===== config.mk =====
export PLATFORM = sky130hd
export DESIGN_NAME = demux_12_stream_flat
export DESIGN_NICKNAME = d
export VERILOG_FILES = /design/src/rtl/demux_12_stream_if.sv /design/src/rtl/demux_12_stream.sv /design/src/flat_wrapper.sv
export SDC_FILE = /design/constraint.sdc
export NUM_CORES = 1
export LEC_CHECK = 0
export ABC_AREA = 1
export BUFFER_PORTS_ARGS = -buffer_cell sky130_fd_sc_hd__buf_2
export CORE_ASPECT_RATIO = 1.1
export CORE_UTILIZATION = 30
export DETAILED_ROUTE_END_ITERATION = 16
export PLACE_DENSITY = 0.51
export SETUP_SLACK_MARGIN = 0.05
export SLEW_MARGIN = 20
export SYNTH_ARGS = -nofsm -noshare
export SYNTH_HDL_FRONTEND = slang
export SYNTH_SLANG_ARGS = --single-unit

===== constraint.sdc =====
create_clock -name clk -period 1.52 [get_ports clk]
set_input_delay 0.228 -clock clk [delete_from_list [all_inputs] [get_ports clk]]
set_output_delay 0.228 -clock clk [all_outputs]
set_load 0.005 [all_outputs]

===== src/rtl/demux_12_stream_if.sv =====
// Stream bundle for the 1:2 packet demultiplexer: one valid/ready input,
// two registered valid/ready output lanes, and status.
interface demux_12_stream_if #(
  parameter int WIDTH = 8,
  parameter int CNT_W = 16
);
  logic [WIDTH-1:0] in_data;
  logic             in_valid;
  logic             in_last;
  logic             in_sel;
  logic             in_ready;
  logic             mode;
  logic [WIDTH-1:0] out0_data;
  logic             out0_last;
  logic             out0_valid;
  logic             out0_ready;
  logic [WIDTH-1:0] out1_data;
  logic             out1_last;
  logic             out1_valid;
  logic             out1_ready;
  logic [CNT_W-1:0] cnt0;
  logic [CNT_W-1:0] cnt1;
  logic             busy;

  modport master (
    output in_data, in_valid, in_last, in_sel, mode, out0_ready, out1_ready,
    input  in_ready, out0_data, out0_last, out0_valid,
           out1_data, out1_last, out1_valid, cnt0, cnt1, busy
  );

  modport slave (
    input  in_data, in_valid, in_last, in_sel, mode, out0_ready, out1_ready,
    output in_ready, out0_data, out0_last, out0_valid,
           out1_data, out1_last, out1_valid, cnt0, cnt1, busy
  );
endinterface


===== src/rtl/demux_12_stream.sv =====
// 1:2 packet-routing stream demultiplexer with one-entry registered output lanes.
// Destination is locked on the first word of each packet (select or ping-pong).
module demux_12_stream #(
  parameter int WIDTH = 8,
  parameter int CNT_W = 16
) (
  input logic               clk,
  input logic               rst_n,
  demux_12_stream_if.slave  bus
);

  typedef enum logic {
    ST_IDLE = 1'b0,
    ST_BUSY = 1'b1
  } state_t;

  state_t r_state, w_state_nxt;
  logic   r_dest, w_dest_nxt;
  logic   r_pkt_mode, w_pkt_mode_nxt;
  logic   r_alt_ptr, w_alt_ptr_nxt;

  logic       w_d;
  logic       w_mode_eff;
  logic       w_in_ready;
  logic       w_accept;
  logic [1:0] w_out_ready;
  logic [1:0] w_load;

  logic [1:0]       r_valid;
  logic [1:0]       r_last;
  logic [WIDTH-1:0] r_data [2];
  logic [CNT_W-1:0] r_cnt  [2];

  assign w_out_ready = {bus.out1_ready, bus.out0_ready};

  // First word routes on live inputs; later words follow the locked lane and mode.
  assign w_d        = (r_state == ST_IDLE) ? (bus.mode ? r_alt_ptr : bus.in_sel) : r_dest;
  assign w_mode_eff = (r_state == ST_IDLE) ? bus.mode : r_pkt_mode;

  // Only the destination lane gates the input, so a stalled other lane never blocks.
  assign w_in_ready = ~r_valid[w_d] | w_out_ready[w_d];
  assign w_accept   = bus.in_valid & w_in_ready;
  assign w_load     = w_accept ? (w_d ? 2'b10 : 2'b01) : 2'b00;

  // NOTE: every variable gets a default before the branches, otherwise a latch is inferred.
  always_comb begin
    w_state_nxt    = r_state;
    w_dest_nxt     = r_dest;
    w_pkt_mode_nxt = r_pkt_mode;
    w_alt_ptr_nxt  = r_alt_ptr;
    if (w_accept) begin
      unique case (r_state)
        ST_IDLE: begin
          if (!bus.in_last) begin
            w_state_nxt    = ST_BUSY;
            w_dest_nxt     = w_d;
            w_pkt_mode_nxt = bus.mode;
          end
        end
        ST_BUSY: begin
          if (bus.in_last) w_state_nxt = ST_IDLE;
        end
        default: w_state_nxt = ST_IDLE;
      endcase
      if (bus.in_last && w_mode_eff) w_alt_ptr_nxt = ~r_alt_ptr;
    end
  end

  // NOTE: sequential state uses non-blocking assignments so every flop samples pre-edge values.
  always_ff @(posedge clk or negedge rst_n) begin
    if (!rst_n) begin
      r_state    <= ST_IDLE;
      r_dest     <= 1'b0;
      r_pkt_mode <= 1'b0;
      r_alt_ptr  <= 1'b0;
    end else begin
      r_state    <= w_state_nxt;
      r_dest     <= w_dest_nxt;
      r_pkt_mode <= w_pkt_mode_nxt;
      r_alt_ptr  <= w_alt_ptr_nxt;
    end
  end

  // NOTE: these two-entry arrays are reset because the lane outputs must read zero after reset.
  always_ff @(posedge clk or negedge rst_n) begin
    if (!rst_n) begin
      r_valid <= '0;
      r_last  <= '0;
      for (int i = 0; i < 2; i++) begin
        r_data[i] <= '0;
        r_cnt[i]  <= '0;
      end
    end else begin
      for (int i = 0; i < 2; i++) begin
        if (w_load[i]) begin
          r_valid[i] <= 1'b1;
          r_data[i]  <= bus.in_data;
          r_last[i]  <= bus.in_last;
          r_cnt[i]   <= r_cnt[i] + CNT_W'(1);
        end else if (r_valid[i] && w_out_ready[i]) begin
          r_valid[i] <= 1'b0;
        end
      end
    end
  end

  assign bus.in_ready   = w_in_ready;
  assign bus.out0_valid = r_valid[0];
  assign bus.out0_data  = r_data[0];
  assign bus.out0_last  = r_last[0];
  assign bus.out1_valid = r_valid[1];
  assign bus.out1_data  = r_data[1];
  assign bus.out1_last  = r_last[1];
  assign bus.cnt0       = r_cnt[0];
  assign bus.cnt1       = r_cnt[1];
  assign bus.busy       = (r_state == ST_BUSY);

endmodule

===== src/flat_wrapper.sv =====
// flat-port wrapper written by rule: the top's interface ports become plain ports
module demux_12_stream_flat 
#(
  parameter int WIDTH = 8,
  parameter int CNT_W = 16
)
  (clk, rst_n, bus_in_data, bus_in_valid, bus_in_last, bus_in_sel, bus_mode, bus_out0_ready, bus_out1_ready, bus_in_ready, bus_out0_data, bus_out0_last, bus_out0_valid, bus_out1_data, bus_out1_last, bus_out1_valid, bus_cnt0, bus_cnt1, bus_busy);
  demux_12_stream_if #(.WIDTH(WIDTH), .CNT_W(CNT_W)) bus_i ();
  input logic clk;
  input logic rst_n;
  input wire logic [$bits(bus_i.in_data)-1:0] bus_in_data;
  input wire logic [$bits(bus_i.in_valid)-1:0] bus_in_valid;
  input wire logic [$bits(bus_i.in_last)-1:0] bus_in_last;
  input wire logic [$bits(bus_i.in_sel)-1:0] bus_in_sel;
  input wire logic [$bits(bus_i.mode)-1:0] bus_mode;
  input wire logic [$bits(bus_i.out0_ready)-1:0] bus_out0_ready;
  input wire logic [$bits(bus_i.out1_ready)-1:0] bus_out1_ready;
  output wire logic [$bits(bus_i.in_ready)-1:0] bus_in_ready;
  output wire logic [$bits(bus_i.out0_data)-1:0] bus_out0_data;
  output wire logic [$bits(bus_i.out0_last)-1:0] bus_out0_last;
  output wire logic [$bits(bus_i.out0_valid)-1:0] bus_out0_valid;
  output wire logic [$bits(bus_i.out1_data)-1:0] bus_out1_data;
  output wire logic [$bits(bus_i.out1_last)-1:0] bus_out1_last;
  output wire logic [$bits(bus_i.out1_valid)-1:0] bus_out1_valid;
  output wire logic [$bits(bus_i.cnt0)-1:0] bus_cnt0;
  output wire logic [$bits(bus_i.cnt1)-1:0] bus_cnt1;
  output wire logic [$bits(bus_i.busy)-1:0] bus_busy;
  assign bus_i.in_data = bus_in_data;
  assign bus_i.in_valid = bus_in_valid;
  assign bus_i.in_last = bus_in_last;
  assign bus_i.in_sel = bus_in_sel;
  assign bus_i.mode = bus_mode;
  assign bus_i.out0_ready = bus_out0_ready;
  assign bus_i.out1_ready = bus_out1_ready;
  assign bus_in_ready = bus_i.in_ready;
  assign bus_out0_data = bus_i.out0_data;
  assign bus_out0_last = bus_i.out0_last;
  assign bus_out0_valid = bus_i.out0_valid;
  assign bus_out1_data = bus_i.out1_data;
  assign bus_out1_last = bus_i.out1_last;
  assign bus_out1_valid = bus_i.out1_valid;
  assign bus_cnt0 = bus_i.cnt0;
  assign bus_cnt1 = bus_i.cnt1;
  assign bus_busy = bus_i.busy;
  demux_12_stream #(.WIDTH(WIDTH), .CNT_W(CNT_W)) u_core (.clk(clk), .rst_n(rst_n), .bus(bus_i));
endmodule

==> results of run 1 <==
## synth_stat cells
cell        n  share of area (%)
inv_1      36                4.7
nor2_1     39                5.1
clkinv_2    1               0.17
or2_4       1               0.30
nand3_4     1               0.61
a21oi_1     1               0.17
clkbuf_1    1               0.13
buf_6       1               0.39
nand4_1     9                1.9
o21ai_0    23                4.0
ha_1        2               0.87
nand2_2     1               0.22
o21ai_1     5               0.87
buf_4       4                1.0
xor2_1      9                2.7
nand3_1    17                2.9
inv_2       1               0.13
buf_2       4               0.69
nand3b_1    4                1.0
nand2_1   169                 22
nor3_1      4               0.69
dfrtp_1    56                 48
xnor2_1     3               0.91
## cell families (layout without fill, tap and decap cells)
family,after synthesis,in the layout,synth area share [%]
AO/OA/AOI/OAI,29,29,5.02
XOR/XNOR,12,12,3.64
adder cells (fa/ha/maj),2,2,0.866
buffers and inverters,48,140,7.23
flip-flops,56,56,48.5
AND/OR/NAND/NOR,245,246,34.8
## sequential cells by signal, summed over array words and instances (netlist names)
register,cells
u_core.r_last,2
u_core.r_dest,1
u_core.r_pkt_mode,1
u_core.r_valid,2
u_core.bus.cnt0,16
u_core.bus.out0_data,8
u_core.bus.busy,1
u_core.bus.out1_data,8
u_core.bus.cnt1,16
u_core.r_alt_ptr,1
## metrics by stage
step / TNS, ns / hold WS (ns) / power, mW / area, µm² / utilization (%)
2_1_floorplan: 0 / -0.0676 / 3.52 / 2890 / -
3_3_place_gp: 0 / 0.177 / 4.51 / 3490 / 37.3
3_5_place_dp: 0 / 0.179 / 4.53 / 3490 / 37.3
4_1_cts: 0 / 0.122 / 5.53 / 3630 / 38.9
5_1_grt: -0.0252 / 0.128 / 6.07 / 3690 / 39.5
6_report: 0 / 0.131 / 5.56 / 3690 / 39.5
## layout make-up
class | count | share of cell area, %
multi-input cells | 289 | 36.1
inverters | 38 | 3.89
clock buffers | 5 | 1.86
repair buffers | 94 | 15.6
well taps | 117 | 3.96
flip-flops and latches | 56 | 38.0
clock inverters | 3 | 0.610
## layout by cell type, fill, tap and decap left out, types with 4 or more instances in the layout
cell and n:
dfrtp_1 54, clkbuf_8 5, nand2_1 167, nand3b_1 4, nand3_1 15, o21ai_1 6
buf_2 69, inv_1 34, nor2_1 35, buf_4 20, o21ai_0 22, nand4_1 9
xor2_1 9
## power breakdown
part	total [mW]	switching [mW]	internal, mW
sequential	2.36	0.387	1.97
clock	0.851	0.519	0.332
combinational	2.35	1.29	1.06
total	5.56	2.20	3.36
## worst reg2reg max path, stage by stage, from the launching register on
cell,delay [ns]
dfrtp_1,0.37
inv_2,0.06
or2_4,0.25
nand2_2,0.14
nand3_4,0.12
clkinv_2,0.09
buf_4,0.14
o21ai_0,0.08
o21ai_0,0.07
## path summary, 6_finish.rpt
kind	cells past startpoint	to	start	slack, ns
hold / removal	2	u_core.bus.busy	bus_in_last	0.13
min in group asynchronous	2	u_core.bus.cnt1[0]	rst_n	0.37
setup / recovery	5	bus_in_ready	u_core.bus.busy	0.05
hold reg to reg	2	u_core.r_pkt_mode	u_core.r_pkt_mode	0.49
max in group asynchronous	3	u_core.bus.cnt0[2]	rst_n	0.67
setup reg to reg	8	u_core.bus.cnt0[6]	u_core.bus.busy	0.12
## what timing repair did
action	in CTS	in global routing
hold endpoints to repair	13	0
endpoints found under the setup margin	1	22
cloned	0	1
hold buffers	1	0
pin swaps	3	3
resized for setup	3	15
buffers inserted	4	2
## routing by layer
metal | share of wire, % | vias to the layer above | GRT usage (%)
met2 | 48 | 50 | 26.3
li1 | - | 1399 | -
met5 | 0 | - | 0
met1 | 47 | 1215 | 21.5
met4 | 0.46 | 0 | 3.30
met3 | 4.4 | 2 | 3.42
==> results.toml, run 1 <==
[critical_path]
crit_path_max_incr_delay_ns = 0.37
required_ns = 1.29
critical_path_class = "reg -> out"
critPathLaunchType = "register"
critPathCaptureType = "output pin"
crit_family = "simple AND/OR/NAND/NOR gates"
crit_arrival_ns = 1.24
cp_cell_sequence = "inv_2 > or2_4 > nand3_2 > nand2_2 > buf_2"
cp_slowest_cell = "dfrtp_1"
crit_fanout = 5
crit_buf_inv = 2

[pwr]
peakVddDrop_v = 0.000671
p_leak_nw = 1.95
powerDensity_mw_per_mm2 = 1500

[final_layout]
multiInputGateArea_mm2 = 0.00133
nFillCells = 1007
antennaDiodeCount = 0
syn_to_final_growth_pct = 27.8
nNetsFinal = 502
ff_latch_area_mm2 = 0.00140
finalNonFillerCells = 602
drive_above_1_share_pct = 24.9

[timing]
max_freq_mhz = 679
setup_viol = 0
hold_viol_final = 0
rsz0062_at_grt = "yes"
tightest_slew_ns = 0.401
fin_worst_skew_ns = 0.00802
fin_ws_ns = 0.0482
relSlewSlack_pct = 73.2
drv_slew = 0
finalCriticalPeriod_ns = 1.47
fin_crit_sh_pct = 96.8

[logic_synthesis]
postSynthRegisterBits = 56
netlist_area_mm2 = 0.00289
avgSynthCellArea_um2 = 7.37
syn_nets = 410
netlist_instances = 392
ys_types = 23
yosysSeqAreaShare_pct = 48.5
ys_warn_count = 0

[global_routing]
grt_usage_pct = 16.0
grt-ovfl-total = 0
antenna_found_initial = 0
grt_pass1_wl_um = 12500
grt_max_degree = 25
first_global_vias = 2588

[floorplan]
die_y_um = 105
rows = 37
die_w_um = 95.6
start_util_pct = 30.9
core_mm2 = 0.00935
die_area_mm2 = 0.0100
io_pins = 70

[clock_tree]
clk_latency_ns = 0.31
tritoncts = "done"
root_buffer = "clkbuf_8"
numCtsBuffers = 5
clock_path_buffers = 2
cts_htree_levels = 2
clk_pin_slew_worst_paths_ns = 0.11
cts.sinks = 56

[routing]
wl_per_cell_um = 12.7
wl_um = 7660
via_count = 2666
first_pass_iters = 4
drt_iter0_markers = 125
drc_errors = 0
via_per_inst = 4.43
route.antenna.remaining_nets = 0

[placed_design]
hpwl_um = 5670
gp_congestion = 0.826
portBuffers = 69
post-place-ws_ns = 0.107
dpl.cell_count = 586

[status]
outcome = "finished clean"

[flow_run]
timing.max_cap.violations = 0

[worst_hold_path]
hold_class = "in -> reg"
Note: power is estimated with default switching activity, not from simulation.
==> run 2, diff against run 1 <==
Settings changed: CORE_UTILIZATION 30 to 35, GPL_TIMING_DRIVEN set to 0, PLACE_DENSITY 0.51 to 0.57.
==> results.toml, run 2 (synthesis results as in run 1) <==
[worst_hold_path]
hold_class = "in -> reg"
hold_path_startpoint = "bus_in_data[6]"
hold_depth = 3

[clock_tree]
clk_pin_slew_worst_paths_ns = 0.10
clock_path_buffers = 2
root_buffer = "clkbuf_8"
numCtsBuffers = 5
cts_htree_levels = 2
clk_latency_ns = 0.31
cts.sinks = 56
tritoncts = "done"

[critical_path]
required_ns = 1.29
crit_family = "flip-flops"
cp.depth = 5
crit_arrival_ns = 1.25
r2r_cells = 7
crit_buf_inv = 2
r2r_start = "u_core.bus.busy"
crit_fanout = 4
critPathLaunchType = "register"
crit_path_max_incr_delay_ns = 0.39
cp_slowest_cell = "dfrtp_2"
critical_path_class = "reg -> out"
crit_path_start = "u_core.bus.busy"
critPathCaptureType = "output pin"
cp_cell_sequence = "inv_2 > or2_4 > nand3_2 > nand2_2 > buf_2"

[pwr]
p_int_mw = 3.66
pwr-share-clk_pct = 16.8
p_sw_mw = 2.28
powerDensity_mw_per_mm2 = 1580
p_leak_nw = 1.98
pwr-share-comb_pct = 43.3
peakVddDrop_v = 0.000823
pwr-share-seq_pct = 39.9
netSwitchingFraction_pct = 38.4

[flow_run]
timing.max_cap.violations = 0

[routing]
wl_per_cell_um = 12.6
wl_um = 7430
drt_iter0_markers = 113
via_count = 2745
route.antenna.remaining_nets = 0
first_pass_iters = 4
drc_errors = 0
via_per_inst = 4.64

[timing]
relSlewSlack_pct = 50.6
tightest_slew_ns = 0.741
max_freq_mhz = 678
setup_tns_ns = 0
drv_slew = 0
setup_viol = 0
fin_crit_sh_pct = 97.0
finalCriticalPeriod_ns = 1.47
fin_worst_skew_ns = 0.00991
hold_viol_final = 0
rsz0062_at_grt = "yes"

[final_layout]
final_cell_mix = "nand2_1 (154), buf_2 (69), dfrtp_1 (54)"
antennaDiodeCount = 0
finalNonFillerCells = 591
syn_to_final_growth_pct = 30.3
drive_above_1_share_pct = 27.7
layout_commonest_cell = "nand2_1"
nNetsFinal = 500

[floorplan]
rows = 34
core_mm2 = 0.00796
die_area_mm2 = 0.00863
start_util_pct = 36.3
io_pins = 70
die_w_um = 88.6
die_y_um = 97.3

[placed_design]
hpwl_um = 5130
dpl.cell_count = 568
gp_congestion = 0.865
portBuffers = 68

[global_routing]
grt_pass1_wl_um = 12000
first_global_vias = 2585
antenna_found_initial = 0
grt_max_degree = 57
grt_usage_pct = 17.6
grt-ovfl-total = 0

[status]
outcome = "finished clean"
==> run 2: cell count changes in the layout (fill, tap and decap cells not counted), sizes merged <==
cell,before,now
clkbuf,5,9
bufinv,0,1
buf,93,89
inv,38,37
nand3,19,18
clkinv,3,2
==> run 2: worst reg2reg max path, delay by kind of cell, from the launching register on <==
family                 cells  cell delay (ns)
flip-flops                 1             0.43
buffers and inverters      3             0.47
AND/OR/NAND/NOR            4             0.43
==> run 2: power groups by stage <==
stage / sequential [mW] / clock (mW) / combinational (mW)
3_5_place_dp: 2.39 / 0 / 2.00
6_report: 2.37 / 0.997 / 2.57
4_1_cts: 2.35 / 1.04 / 2.19
5_1_grt: 2.45 / 1.08 / 2.92
3_3_place_gp: 2.39 / 0 / 1.96
2_1_floorplan: 2.37 / 0 / 1.14
==> run 2: final timing paths <==
kind	to	slack (ns)
min in group asynchronous	u_core.bus.cnt1[8]	0.53
max reg2reg	u_core.bus.cnt1[12]	0.09
min	u_core.bus.out0_data[6]	0.13
max	bus_in_ready	0.05
max in group asynchronous	u_core.bus.cnt0[3]	0.47
min reg2reg	u_core.r_pkt_mode	0.48
==> run 2: timing repair <==
action                     4_1_cts  5_1_grt
hold buffers                     1        0
gates resized for setup          9       48
setup buffers                    5        5
pin swaps                        3        9
setup endpoints to repair       48       47
hold endpoints to repair         2        0
gates cloned                     0        4
==> run 2: through the flow <==
step | setup WS (ns) | power [mW] | utilization [%] | hold WS (ns) | cell area (µm²)
floorplan | 0.118 | 3.52 | - | -0.0676 | 2890
global route | -0.0237 | 6.44 | 47.4 | 0.138 | 3770
global placement | -0.0901 | 4.35 | 42.3 | 0.445 | 3370
CTS | 0.0166 | 5.58 | 44.7 | 0.118 | 3560
detailed placement | -0.115 | 4.39 | 42.3 | 0.350 | 3370
finish | 0.0457 | 5.94 | 47.4 | 0.128 | 3770
==> run 2: layout make-up <==
| cell class | instances | area, µm² |
|---|---|---|
| plain buffers | 10 | 105 |
| repair buffers | 83 | 488 |
| inverters | 38 | 148 |
| fillers | 839 | 4190 |
| well taps | 108 | 135 |
| multi-input cells | 288 | 1380 |
| clock inverters | 2 | 35.0 |
| clock buffers | 6 | 72.6 |
| flip-flops and latches | 56 | 1400 |
==> run 2: layer usage <==
metal	track usage [%]	up-vias	routed length, µm	share of wire (%)
met4	4.22	0	41	0.55
met2	28.8	67	3520	47
li1	-	1400	-	-
met3	3.31	4	283	3.8
met5	0	-	0	0
met1	23.9	1274	3590	48
==> run 3, diff against run 2 <==
Settings changed: CORE_UTILIZATION 35 to 53, PLACE_DENSITY 0.57 to 0.8.
==> results.toml, run 3 (synthesis results as in run 1) <==
[status]
outcome = "finished clean"

[routing]
wl_um = 6720
m1WireLength_um = 2900
route.antenna.remaining_nets = 0
first_pass_iters = 4
wl_met2_um = 3360
dr_wl_met3_um = 324
drt_iter0_markers = 153
routed.top_layer = "met4"
wl_per_cell_um = 12.2
via_count = 2797
via_per_inst = 5.09
drc_errors = 0

[timing]
drv_slew = 0
fin_ws_ns = 0.0458
relSlewSlack_pct = 54.4
fin_worst_skew_ns = 0.00529
max_freq_mhz = 678
tightest_slew_ns = 0.684
rsz0062_at_grt = "yes"
setup_viol = 0
hold_viol_final = 0
fin_crit_sh_pct = 97.0
finalCriticalPeriod_ns = 1.47
whs_ns = 0.127

[global_routing]
grt_pass1_wl_um = 11200
grt_max_degree = 57
antenna_found_initial = 0
first_global_vias = 2608
grt-ovfl-total = 0
grt_usage_pct = 25.2

[clock_tree]
root_buffer = "clkbuf_8"
clock_path_buffers = 2
numCtsBuffers = 5
cts_htree_levels = 2
clk_pin_slew_worst_paths_ns = 0.09
tritoncts = "done"
clk_latency_ns = 0.31
cts.sinks = 56

[critical_path]
crit_fanout = 5
crit_path_start = "u_core.bus.busy"
crit_arrival_ns = 1.25
crit_buf_inv = 2
regToRegSetupSlack_ns = 0.08
cp_slowest_cell = "dfrtp_1"
cp_cell_sequence = "inv_2 > or2_4 > nand3_2 > nand2_2 > buf_2"
critical_path_class = "reg -> out"
required_ns = 1.29
crit_family = "flip-flops"
critPathCaptureType = "output pin"
critPathLaunchType = "register"
r2r_start = "u_core.bus.busy"
cp-endpoint = "bus_in_ready"
crit_path_max_incr_delay_ns = 0.38
reg2reg_to = "u_core.bus.out0_data[0]"
cp.depth = 5
r2r_cells = 7

[pwr]
p_sw_mw = 2.16
total_power_mw = 5.86
powerDensity_mw_per_mm2 = 1610
peakVddDrop_v = 0.000969
pwr-share-comb_pct = 40.5
p_leak_nw = 1.94
pwr-share-clk_pct = 18.8
p_int_mw = 3.70
pwr-share-seq_pct = 40.7
netSwitchingFraction_pct = 36.9

[floorplan]
die_area_mm2 = 0.00575
core_mm2 = 0.00513
rows = 27
die_w_um = 72.4
die_y_um = 79.5
start_util_pct = 56.3
io_pins = 70

[placed_design]
portBuffers = 68
hpwl_um = 4650
gp_congestion = 0.893
post-place-ws_ns = -0.134

[final_layout]
drive_above_1_share_pct = 24.1
nNetsFinal = 496
layout_commonest_cell = "nand2_1"
antennaDiodeCount = 0
syn_to_final_growth_pct = 26.1
final_cell_mix = "nand2_1 (167), buf_2 (68), dfrtp_1 (54)"

[flow_run]
timing.max_cap.violations = 0

[worst_hold_path]
hold_class = "in -> reg"
-- run 3: cell types whose count changed in the layout (fill, tap and decap cells not counted), moves of 3 or more --
cell / delta
o21ai_0: +3
nand2_1: +13
o21ai_2: -3
nand2_2: -11
-- run 3: worst min path at each step --
stage,from,endpoint,slack (ns),cells after the start
2_1_floorplan,rst_n,u_core.bus.busy,-0.07,0
3_3_place_gp,bus_in_data[5],u_core.bus.out1_data[5],0.44,3
3_5_place_dp,rst_n,u_core.bus.cnt1[4],0.32,1
4_1_cts,bus_in_data[3],u_core.bus.out0_data[3],0.12,3
5_1_grt,bus_in_data[4],u_core.bus.out0_data[4],0.12,3
6_report,bus_in_data[4],u_core.bus.out0_data[4],0.13,3
-- run 3: repair_timing --
action | 4_1_cts | 5_1_grt
buffers inserted | 4 | 6
pin swaps | 2 | 4
hold endpoints to repair | 56 | 0
resized for setup | 7 | 26
hold buffers | 1 | 0
endpoints found under the setup margin | 31 | 41
-- run 3: final cells by class --
class,instances,area [µm²]
repair buffers,79,428
multi-input cells,288,1360
clock buffers,5,68.8
inverters,38,145
fillers,424,1490
well taps,72,90.1
plain buffers,10,87.6
clock inverters,2,60.1
flip-flops and latches,56,1400
-- run 3: stage by stage --
stage	utilization (%)	setup TNS, ns	std cells	instance area (µm²)
final	71.0	0	550	3640
after global routing	71.0	-0.0419	550	3640
after CTS	68.5	0	544	3520
after detailed placement	64.7	-0.171	532	3320
after global placement	64.7	-0.0738	532	3320
after floorplan	-	0	392	2890
-- run 3: metal layers --
metal  up-vias  GRT usage (%)
met2        95           42.5
met4         0           12.4
met3        14           4.92
li1       1381              -
met1      1307           30.6
met5         -              0
-- run 3: power by group through the flow --
stage | sequential (mW) | clock [mW] | combinational (mW)
2_1_floorplan | 2.37 | 0 | 1.14
3_3_place_gp | 2.37 | 0 | 1.92
3_5_place_dp | 2.38 | 0 | 1.96
4_1_cts | 2.35 | 1.13 | 2.11
5_1_grt | 2.45 | 1.18 | 2.67
6_report | 2.38 | 1.10 | 2.37
-- run 3: worst min-delay path, cell delays in order --
cell     delay, ns
buf_2         0.09
nand2_1       0.04
nand2_1       0.04
